$ cat src/rtl/aes_cbc_pkg.sv
// Shared types and config map for the AES CBC-encrypt sequencer.
package aes_cbc_pkg;

  typedef logic [127:0] block_t;

  typedef enum logic [2:0] {
    IDLE,
    KEYLD,
    WAIT_IN,
    RUN,
    EMIT
  } state_e;

  localparam logic [3:0] CFG_KEY_HU = 4'd0;
  localparam logic [3:0] CFG_KEY_HL = 4'd1;
  localparam logic [3:0] CFG_KEY_LU = 4'd2;
  localparam logic [3:0] CFG_KEY_LL = 4'd3;
  localparam logic [3:0] CFG_IV_HU  = 4'd4;
  localparam logic [3:0] CFG_IV_HL  = 4'd5;
  localparam logic [3:0] CFG_IV_LU  = 4'd6;
  localparam logic [3:0] CFG_IV_LL  = 4'd7;
  localparam logic [3:0] CFG_SKIP   = 4'd8;

  localparam int NUM_CFG = 9;

endpackage

$ cat src/rtl/aes_cbc_cfg_regs.sv
// Key/IV/skip register file; writes land one cycle after the strobe.
// Writes while busy or to unmapped addresses are dropped and flagged on cfg_err next cycle.
module aes_cbc_cfg_regs
  import aes_cbc_pkg::*;
#(
  parameter int SKIP_W = 16
) (
  input  logic              clk,
  input  logic              rst,
  input  logic              cfg_we,
  input  logic [3:0]        cfg_addr,
  input  logic [31:0]       cfg_wdata,
  input  logic              busy,
  output block_t            key,
  output block_t            iv,
  output logic [SKIP_W-1:0] skip,
  output logic              cfg_err
);

  // Words 0-3 hold the key, 4-7 the IV, most significant word first.
  logic [7:0][31:0]  word_q, word_d;
  logic [SKIP_W-1:0] skip_q, skip_d;
  logic              cfg_err_q, cfg_err_d;

  always_comb begin
    word_d    = word_q;
    skip_d    = skip_q;
    cfg_err_d = 1'b0;
    if (cfg_we) begin
      if (busy || (cfg_addr >= 4'(NUM_CFG))) begin
        cfg_err_d = 1'b1;
      end else if (cfg_addr == CFG_SKIP) begin
        skip_d = cfg_wdata[SKIP_W-1:0];
      end else begin
        word_d[cfg_addr[2:0]] = cfg_wdata;
      end
    end
  end

  always_ff @(posedge clk or posedge rst) begin
    if (rst) begin
      word_q    <= '0;
      skip_q    <= '0;
      cfg_err_q <= 1'b0;
    end else begin
      word_q    <= word_d;
      skip_q    <= skip_d;
      cfg_err_q <= cfg_err_d;
    end
  end

  assign key     = {word_q[0], word_q[1], word_q[2], word_q[3]};
  assign iv      = {word_q[4], word_q[5], word_q[6], word_q[7]};
  assign skip    = skip_q;
  assign cfg_err = cfg_err_q;

endmodule

$ cat src/rtl/aes_cbc_seq.sv
// CBC-encrypt sequencer around an AES core: XOR with chain, run core, emit ciphertext.
// Latency: input handshake to out_valid = core latency + 2; holds output until out_ready, one block in flight.
module aes_cbc_seq
  import aes_cbc_pkg::*;
#(
  parameter int SKIP_W       = 16,
  parameter int CORE_TIMEOUT = 255
) (
  input  logic              clk,
  input  logic              rst,
  input  logic              cfg_we,
  input  logic [3:0]        cfg_addr,
  input  logic [31:0]       cfg_wdata,
  output logic              cfg_err,
  input  logic              go,
  output logic              busy,
  output logic              done,
  output logic              abort,
  input  logic              in_valid,
  output logic              in_ready,
  input  logic [127:0]      in_data,
  input  logic              in_last,
  output logic              out_valid,
  input  logic              out_ready,
  output logic [127:0]      out_data,
  output logic              out_last,
  output logic [127:0]      core_key,
  output logic              core_key_load,
  output logic              core_start,
  output logic [127:0]      core_din,
  input  logic              core_done,
  input  logic [127:0]      core_dout,
  output logic [SKIP_W-1:0] blk_cnt
);

  localparam int TMO_W = (CORE_TIMEOUT > 1) ? $clog2(CORE_TIMEOUT) : 1;
  localparam logic [TMO_W-1:0] TMO_LAST = TMO_W'((CORE_TIMEOUT > 0) ? CORE_TIMEOUT - 1 : 0);

  block_t            key, iv;
  logic [SKIP_W-1:0] skip;

  state_e            state_q, state_d;
  block_t            chain_q, chain_d;
  block_t            core_din_q, core_din_d;
  block_t            out_data_q, out_data_d;
  logic              last_q, last_d;
  logic              out_last_q, out_last_d;
  logic [SKIP_W-1:0] blk_cnt_q, blk_cnt_d;
  logic [TMO_W-1:0]  tmo_q, tmo_d;
  logic              core_start_q, core_start_d;
  logic              done_q, done_d;
  logic              abort_q, abort_d;

  aes_cbc_cfg_regs #(
    .SKIP_W (SKIP_W)
  ) u_cfg (
    .clk       (clk),
    .rst       (rst),
    .cfg_we    (cfg_we),
    .cfg_addr  (cfg_addr),
    .cfg_wdata (cfg_wdata),
    .busy      (busy),
    .key       (key),
    .iv        (iv),
    .skip      (skip),
    .cfg_err   (cfg_err)
  );

  always_comb begin
    state_d      = state_q;
    chain_d      = chain_q;
    core_din_d   = core_din_q;
    out_data_d   = out_data_q;
    last_d       = last_q;
    out_last_d   = out_last_q;
    blk_cnt_d    = blk_cnt_q;
    tmo_d        = tmo_q;
    core_start_d = 1'b0;
    done_d       = 1'b0;
    abort_d      = 1'b0;
    case (state_q)
      IDLE: begin
        if (go) begin
          state_d   = KEYLD;
          chain_d   = iv;
          blk_cnt_d = '0;
        end
      end
      KEYLD: state_d = WAIT_IN;
      WAIT_IN: begin
        if (in_valid) begin
          core_din_d   = in_data ^ chain_q;
          last_d       = in_last;
          core_start_d = 1'b1;
          tmo_d        = '0;
          state_d      = RUN;
        end
      end
      RUN: begin
        // A completion in the timeout cycle still wins over the abort.
        if (core_done) begin
          chain_d = core_dout;
          if (blk_cnt_q != '1) blk_cnt_d = blk_cnt_q + SKIP_W'(1);
          if (blk_cnt_q < skip) begin
            state_d = last_q ? IDLE : WAIT_IN;
            done_d  = last_q;
          end else begin
            out_data_d = core_dout;
            out_last_d = last_q;
            state_d    = EMIT;
          end
        end else if ((CORE_TIMEOUT != 0) && (tmo_q == TMO_LAST)) begin
          abort_d = 1'b1;
          done_d  = 1'b1;
          state_d = IDLE;
        end else begin
          tmo_d = tmo_q + TMO_W'(1);
        end
      end
      EMIT: begin
        if (out_ready) begin
          state_d = last_q ? IDLE : WAIT_IN;
          done_d  = last_q;
        end
      end
      default: state_d = IDLE;
    endcase
  end

  always_ff @(posedge clk or posedge rst) begin
    if (rst) begin
      state_q      <= IDLE;
      chain_q      <= '0;
      core_din_q   <= '0;
      out_data_q   <= '0;
      last_q       <= 1'b0;
      out_last_q   <= 1'b0;
      blk_cnt_q    <= '0;
      tmo_q        <= '0;
      core_start_q <= 1'b0;
      done_q       <= 1'b0;
      abort_q      <= 1'b0;
    end else begin
      state_q      <= state_d;
      chain_q      <= chain_d;
      core_din_q   <= core_din_d;
      out_data_q   <= out_data_d;
      last_q       <= last_d;
      out_last_q   <= out_last_d;
      blk_cnt_q    <= blk_cnt_d;
      tmo_q        <= tmo_d;
      core_start_q <= core_start_d;
      done_q       <= done_d;
      abort_q      <= abort_d;
    end
  end

  assign busy          = (state_q != IDLE);
  assign in_ready      = (state_q == WAIT_IN);
  assign out_valid     = (state_q == EMIT);
  assign core_key_load = (state_q == KEYLD);
  assign core_key      = key;
  assign core_start    = core_start_q;
  assign core_din      = core_din_q;
  assign out_data      = out_data_q;
  assign out_last      = out_last_q;
  assign blk_cnt       = blk_cnt_q;
  assign done          = done_q;
  assign abort         = abort_q;

endmodule

$ cat config.mk
export PLATFORM = sky130hd
export DESIGN_NAME = aes_cbc_seq
export DESIGN_NICKNAME = d
export VERILOG_FILES = /design/src/rtl/aes_cbc_pkg.sv /design/src/rtl/aes_cbc_cfg_regs.sv /design/src/rtl/aes_cbc_seq.sv
export SDC_FILE = /design/constraint.sdc
export NUM_CORES = 1
export LEC_CHECK = 0
export ABC_AREA = 1
export BUFFER_PORTS_ARGS = -buffer_cell sky130_fd_sc_hd__buf_2
export CORE_AREA = 2 2 276 278
export CTS_CLUSTER_DIAMETER = 200
export DETAILED_ROUTE_END_ITERATION = 8
export DIE_AREA = 0 0 278 280
export PLACE_DENSITY = 0.6
export SETUP_SLACK_MARGIN = 0.3
export SYNTH_ARGS = -nofsm -noshare
export SYNTH_HDL_FRONTEND = slang
export SYNTH_SLANG_ARGS = --single-unit
$ cat constraint.sdc
create_clock -name clk -period 22.6 [get_ports clk]
set_input_delay 3.39 -clock clk [delete_from_list [all_inputs] [get_ports clk]]
set_output_delay 3.39 -clock clk [all_outputs]
set_load 0.03 [all_outputs]
Yosys cells after proc, flatten, opt, wreduce, memory -nomap -nowiden
Index checks and enable logic that the tools add are counted.
W data, S select, Z words.
Cells by class
  bitwise gates (word level): 4
  $lt $le $gt $ge: 4
  reductions and logical operators: 14
  add/sub/neg operators: 2
  equal/unequal tests: 15
  muxes and demuxes: 33
Operators with widths (count)
  $bwmux W256: 1
  $mux W128: 2
  $pmux W128 S2: 1
  $xor A128 B128 Y128: 1
  $demux W32 S3: 1
  $mux W16: 3
  $mux W32: 1
  $pmux W16 S2: 1
  $mux W8: 3
  $mux W3: 6
  $add A16 B1 Y16 const B: 1
  $lt A16 B16 Y1: 1
  $ne A16 B16 Y1 const B: 1
  $pmux W8 S2: 1
  $pmux W3 S5: 1
  $ne A2 B2 Y1 const B: 6
  $reduce_and A3 Y1: 4
  $reduce_and A4 Y1: 3
  $mux W1: 10
  $add A8 B1 Y8 const B: 1
  $eq A8 B8 Y1 const B: 1
  $eq A3 B2 Y1 const B: 2
  $eq A4 B4 Y1 const B: 1
  $ge A4 B4 Y1 const B: 1
  15 further kinds: 18
Storage, ports and cells
  flip-flop bits (word level): 689
  bits of input ports: 300
  logic and storage cells: 93
  output and inout bits: 409

Longest topological paths before layout
Gate-level depths: netlist of run 1.
  depth in word-level cells: 5
  depth in mapped cells: 15

By module
From an unflattened synthesis of run 1, not the netlist that was laid out.
Unflattened totals
  cell total of the unflattened synthesis: 3022
  area, all modules: 28245.8 sq um
Modules (own cells, without submodules)
  aes_cbc_seq: cells an instance 2092, times used 1, area an instance 18510.3 sq um, seq. area each 10410.0 sq um
  aes_cbc_cfg_regs: cells an instance 930, times used 1, area an instance 9735.6 sq um, seq. area each 6831.6 sq um

Worst setup path before layout of run 1
No wires, ideal clock.
  kind: in2reg
  start: input cfg_addr[0]
  end: register u_cfg.word_q (netlist bit u_cfg.key[39])
  buffers on the path: 2
  arrival: 4797 ps
  library setup time: 127 ps
  data required time: 22473 ps
  path slack: 17676 ps
  stages on the path: 10
  cell sequence: buf_2 > inv_2 > nand2_1 > a21oi_2 > nand2_1 > nor2_4 > nand3_2 > clkbuf_1 > nand2_1 > o21ai_1
Between the ends
  longest elaborated chain between the ends: 5
Ends and longest elaborated chain
  start, declared: RTL line aes_cbc_seq.sv:12  | input logic [3:0] cfg_addr,
  $lt A3 B4 Y1 (not written as such) or $ge A3 B1 Y1 (tied branches): RTL line aes_cbc_cfg_regs.sv:35  | word_d[cfg_addr[2:0]] = cfg_wdata;
  $logic_and A1 B1 Y1 (not written as such): RTL line aes_cbc_cfg_regs.sv:35
  $mux W32 (not written as such): RTL line aes_cbc_cfg_regs.sv:35
  $demux W32 S3
  $bwmux W256: RTL line aes_cbc_cfg_regs.sv:35
  end signal, assigned: RTL line aes_cbc_cfg_regs.sv:46  | word_q <= word_d;
  end, declared: RTL line aes_cbc_cfg_regs.sv:21  | logic [7:0][31:0] word_q, word_d;
Parallel ways exist; a longest one is shown, timed or not.
A chain may end at the register's enable or synchronous reset.

==> run metrics, run 1 <==
ANT nets after route 0; Mapped Cells 3021; first-pass GRT wire length 145000 um; clock latency at the later pin of the worst-skew pair 0.62 ns; maxcap violations 0; vias in the first global route 22.4k; boundary pin count 709; initial core utilization 0.374; Simple-Gate Fraction of Synth Area 0.189; NumNets Final 3970; Compound-Gate Fraction of Synth Area 0.106; GRT Total Usage 0.251; combinational family with the most area after synthesis simple AND/OR/NAND/NOR gates; dominant synthesized flop cell dfrtp_1; most frequent cells after synthesis nand2_1, dfrtp_1, o21ai_1; clk root buf clkbuf_16; WL met2 46700 um; post_cts resized 0; hold depth 2; largest net degree at the start of global routing 170; Setup CP Type in2async; Post-Synth XOR/XNOR Area 0.0446; clock-pin slew on the worst setup and hold paths 0.05 ns; worst hold path class reg2reg; Post-Syn Nets 3339; cell taking the most area after synthesis dfrtp_1; Fillers 7353; H-tree levels 3; endpoints failing hold 0; Max Buffers Root-to-Sink 3; Rel. slew slack 0.199; Synth top area share 0.614; run status finished, final reports clean; initial drt markers 1898; Critical Path RT 23.26 ns; hold endpoint out_data[84]$_DFFE_PP0P_; Final Slew Violations 0; vias 23.2k; R2R Setup Slk 18.76 ns; Synth Register Bits 689; syn_area_per_cell 9.30 um^2; count leader, synth nand2_1; crit end category async pin; Startpoint Class primary input; layout cells sized above 1 0.236; crit path DAT 7.91 ns; Mapped Area 0.0281 mm^2; final wirelength 98800 um; worst vdd ir 75.0 uV; unrepaired setup endpoints after global routing no; gpl congestion 0.830; die width 278 um; Setup violations, final 0; drt drc 0; hold path startpoint out_data[84]$_DFFE_PP0P_; reg-to-reg endpoint out_data[23]$_DFFE_PP0P_; worst-margin pin slew 1.20 ns; sequential fraction of the synthesis area 0.614; metal3 WL 8040 um; Top Metal Used met5; min Tclk post-route 7.25 ns; Sink Count 689; synth top area cells dfrtp_1, nand2_1, o21ai_1, xnor2_1, a31oi_1; TritonCTS clock tree yes; GRT overflow 0; post-synth cell types 27; M1 wire length 39900 um; Post-synth EDFFs 0; die span in y 280 um; Async SR Flop Fraction 1.00; wire per inst 21.0 um; post-synthesis mux area share 0; CTS Buf Count 77; vias per cell 4.95; Cell Rows 101; Final Util 0.464; area delta synth->final 24.3%; Crit Path Max Fanout 73; Detailed Routing Iterations Pass 1 5; multi-input logic area 0.00983 mm^2; Synth Warn # 0; die area 0.0778 mm^2; reg2reg path depth 9; PwrDens 160 mW/mm^2; FF-to-FF Start state_q[2]$_DFFE_PP0P_; initial antenna violation count 27; register area 0.0172 mm^2; adder-cell share of the synthesized area 0.00802; I/O Buffers 708; HPWL Detailed 66700 um; Post-CTS Hold Buffers 0; total power 0.00559 W; LEAKAGE 17.6 nW; TNS Setup 0 ns; Achievable Freq 0.138 GHz; post-CTS setup buffer count 0; Worst Hold Slack 0.464 ns; total core area 0.0752 mm^2; Final Cycle Share 0.321; clock skew 0.0294 ns
==> registers in the layout, indices dropped and copies added, names as in the netlist, 3 cells and up <==
register and count:
core_din 128, u_cfg.key 128, u_cfg.iv 128, u_cfg.skip 16, tmo_q 8, blk_cnt 16
state_q 3, out_data 128, chain_q 128
==> final cells by class <==
cell class / instances / area share
tap: 978 / 0.0350
clock inverter: 16 / 0.00634
antenna: 17 / 0.00122
timing repair buffer: 734 / 0.107
clock buffer: 113 / 0.0648
sequential: 689 / 0.494
inverter: 85 / 0.00982
multi-input combinational: 2065 / 0.282
==> worst max-delay path by stage <==
stage / startpoint / end / slack [ns]
6_report: rst / u_cfg.key[52]$_DFFE_PP0P_ / 15.35
5_1_grt: rst / u_cfg.key[70]$_DFFE_PP0P_ / 14.62
4_1_cts: rst / u_cfg.key[70]$_DFFE_PP0P_ / 15.17
3_5_place_dp: rst / out_data[35]$_DFFE_PP0P_ / 14.51
3_3_place_gp: rst / out_data[35]$_DFFE_PP0P_ / 14.48
2_1_floorplan: rst / abort$_DFF_PP0_ / 9.78
==> per-stage QoR <==
stage | instance area [um^2] | worst slack [ns] | instances
floorplan | 28100 | 9.78 | 3021
global placement | 32400 | 14.48 | 4551
detailed placement | 32400 | 14.51 | 4551
CTS | 34900 | 15.17 | 4680
global route | 34900 | 14.62 | 4695
finish | 34900 | 15.35 | 4697
==> report_power, final <==
part | switching [W] | internal (W)
combinational | 0.00158 | 0.000677
clock | 0.000505 | 0.000737
sequential | 0.000322 | 0.00177
total | 0.00241 | 0.00318
==> logic make-up (layout without fill, tap and decap cells) <==
group	after synthesis	after routing
xor+xnor	143	143
other cells	0	17
compound gates	563	563
simple gates	1341	1341
fa+ha+maj	18	18
flops	689	689
buf+inv	267	948
==> worst max-delay path: stages <==
cell and delay [ns]:
buf_2 0.11, clkinvlp_4 0.31, buf_4 0.78, buf_4 0.84, buf_4 0.78, buf_4 0.77, buf_4 0.70
==> cells in the final DEF (no fill, tap or decap), drive strengths merged <==
master	Yosys	final
nor2	167	167
or2	1	1
o21a	1	1
diode	0	17
a31oi	128	128
nand3	149	149
clkinv	0	7
clkinvlp	0	1
bufinv	0	4
ha	18	18
clkbuf	134	113
buf	48	734
nand2	1008	1008
nand4	7	7
xor2	10	10
dfrtp	689	689
a21oi	13	13
nor3	8	8
inv	85	89
o31ai	3	3
xnor2	133	133
o21ai	418	418
and3	1	1
==> metal layers <==
metal / track usage / vias to the layer above
li1: - / 11100
met1: 0.324 / 11100
met2: 0.400 / 847
met3: 0.0616 / 186
met4: 0.113 / 6
met5: 0 / -
Power figures use the tool's default switching activity.
==> run 2, diff against run 1 <==
- clock period: 22.6 -> 6.1 ns (I/O delays scaled with it)
==> run 2 against run 1 <==
Effect of this change:
- via count decreased by 0.34%
- sequential share of layout area fell by 0.18 points
- final cell count rose by 0.17%
- worst hold slack barely moved
- die area unchanged
- first-iteration DRC count down 4.0%
- routed wire length grew 0.75%
- critical path depth rose by 3
- sequential power rose to 3.7 times the previous value
- utilization grew 0.17 points
- critical endpoint is now out_data[16]$_DFFE_PP0P_
- largest cell class unchanged
==> run metrics, run 2 (synthesis results as in run 1) <==
Final Cycle Share 0.533; max incr delay on CP 0.73 ns (-0.11 ns); Max Buffers Root-to-Sink 3 (unchanged); maxcap violations 0 (unchanged); Startpoint Class flop; reg-to-reg endpoint out_data[16]$_DFFE_PP0P_; Crit Path Max Fanout 70 (-4.1%); reg2reg path depth 10 (+1); unrepaired setup endpoints after global routing no; CP Buf/Inv Count 2 (-5); ANT nets after route 0 (unchanged); hold depth 2 (unchanged); wire per inst 21.1 um (+0.58%); total power 0.0209 W (+270%); die span in y 280 um (unchanged); boundary pin count 709 (unchanged); FF-to-FF Start blk_cnt[7]$_DFFE_PP0P_; clock skew 0.0260 ns (-0.00334 ns); Crit path max-delay family buffers and inverters; crit path DAT 3.78 ns (-4.13 ns); TritonCTS clock tree yes; initial antenna violation count 14 (-48%); vias per cell 4.92 (-0.51%); CP Cell Sequence ha_1 -> nand2_1 -> o21a_1 -> nand2_1 -> nand2_1 -> nand2_4 -> buf_4 -> buf_4 -> nand3_1 -> nand2_1; post-layout instance area 0.0350 mm^2 (+0.36%); Fillers 7388 (+0.48%); register area 0.0172 mm^2 (unchanged); multi-input logic area 0.00983 mm^2 (unchanged); min Tclk post-route 3.25 ns; PwrDens 596 mW/mm^2 (+270%); initial core utilization 0.374 (unchanged); Critical Path RT 6.63 ns (-16.63 ns); vias 23.2k (-0.34%); initial drt markers 1822 (-4.0%); GRT overflow 0 (unchanged); clk root buf clkbuf_16; I/O Buffers 708 (unchanged); Setup CP Type reg2reg; crit-path most repeated cell nand2_1; largest net degree at the start of global routing 168 (-1.2%); Post-CTS Hold Buffers 0 (unchanged); first-pass GRT wire length 147000 um (+1.2%); GRT Total Usage 0.252 (+0.00143); worst hold path class reg2reg; post_cts resized 0 (unchanged); total core area 0.0752 mm^2 (unchanged); die width 278 um (unchanged); clock latency at the later pin of the worst-skew pair 0.61 ns (about the same); post-CTS setup buffer count 0 (unchanged); H-tree levels 3 (unchanged); endpoints failing hold 0 (unchanged); Area after DPL 0.0324 mm^2 (+0.14%); gpl congestion 0.847 (+2.0%); drt drc 0 (unchanged); CTS Buf Count 78 (+1.3%); CP max stage cell buf_4; Sink Count 689 (unchanged); hold path startpoint out_data[116]$_DFFE_PP0P_; vias in the first global route 22.3k (-0.79%); HPWL Detailed 67200 um (+0.73%); most frequent cells in the layout nand2_1, buf_2, dfrtp_1, o21ai_1, nor2_1; commonest non-fill, non-tap cell in the layout nand2_1; worst-margin pin slew 1.20 ns (+0.00463 ns); area delta synth->final 24.7%; layout cells sized above 1 0.238 (+0.00255); final wirelength 99500 um (+0.75%); die area 0.0778 mm^2 (unchanged); R2R Setup Slk 2.85 ns (-15.91 ns); Achievable Freq 0.308 GHz; worst vdd ir 267 uV (+260%); Rel. slew slack 0.196 (-0.00313); LEAKAGE 17.6 nW (+0.35%); Final Slew Violations 0 (unchanged); run status finished, final reports clean; hold endpoint out_data[116]$_DFFE_PP0P_; Detailed Routing Iterations Pass 1 5 (unchanged); clock-pin slew on the worst setup and hold paths 0.06 ns (about the same); NumNets Final 3972 (+0.050%); DP Cell Count 4552 (+0.022%); crit end category flop; Cell Rows 101 (unchanged); non-filler cells in the finished layout 4705 (+0.17%); Setup violations, final 0 (unchanged)
run 2: cell types whose count changed in the layout (fill, tap and decap cells not counted):
cell        previous run  this run
clkbuf_1              16        18
inv_6                  6         3
clkinv_4               0         1
clkinvlp_4             1         5
buf_4                 25        23
clkinv_2               5        14
diode_2               17        10
inv_8                  2         3
clkbuf_16             77        79
clkbuf_8              20        18
buf_12                 1         4
run 2: how the worst max path moves through the flow:
stage | depth (start not counted) | slack, ns | from | endpoint
after global placement | 8 | 2.72 | cfg_addr[1] | u_cfg.key[121]$_DFFE_PP0P_
after detailed placement | 8 | 2.57 | cfg_addr[1] | u_cfg.key[125]$_DFFE_PP0P_
after CTS | 10 | 2.93 | blk_cnt[7]$_DFFE_PP0P_ | out_data[124]$_DFFE_PP0P_
final | 10 | 2.85 | blk_cnt[7]$_DFFE_PP0P_ | out_data[16]$_DFFE_PP0P_
after global routing | 11 | 2.65 | blk_cnt[14]$_DFFE_PP0P_ | out_data[6]$_DFFE_PP0P_
after floorplan | 1 | -4.24 | rst | abort$_DFF_PP0_
run 2: area by class of cell:
| class | count | share of cell area |
|---|---|---|
| Clock inverter | 28 | 0.00828 |
| Antenna cell | 10 | 0.000714 |
| Tap cell | 978 | 0.0349 |
| Multi-Input combinational cell | 2065 | 0.281 |
| Timing Repair Buffer | 735 | 0.108 |
| Inverter | 85 | 0.00978 |
| Clock buffer | 115 | 0.0654 |
| Sequential cell | 689 | 0.492 |
run 2: worst reg2reg max path: stages, from the launching register on:
cell     delay [ns]
dfrtp_1        0.45
ha_1           0.33
nand2_1        0.07
o21a_1         0.18
nand2_1        0.08
nand2_1        0.11
nand2_4        0.11
buf_4          0.53
buf_4          0.86
nand3_1        0.33
nand2_1        0.13
run 2: metrics by stage:
| stage | setup WS [ns] | setup TNS [ns] | util | hold WS [ns] |
|---|---|---|---|---|
| 2_1_floorplan | -4.24 | -2923.51 | - | 0.453 |
| 3_3_place_gp | 2.72 | 0 | 0.431 | 0.448 |
| 3_5_place_dp | 2.57 | 0 | 0.431 | 0.453 |
| 4_1_cts | 2.93 | 0 | 0.466 | 0.446 |
| 5_1_grt | 2.65 | 0 | 0.466 | 0.476 |
| 6_report | 2.85 | 0 | 0.466 | 0.464 |
run 2: power breakdown:
part           switching, W  total, W  internal, W
sequential          0.00119   0.00774      0.00655
combinational       0.00592   0.00843      0.00252
clock               0.00195   0.00473      0.00279
run 2: layer usage:
metal / global-route usage / part of all wire
met2: 0.417 / 0.49
met3: 0.0479 / 0.060
met5: 0 / 0.00013
met4: 0.0784 / 0.022
met1: 0.337 / 0.43
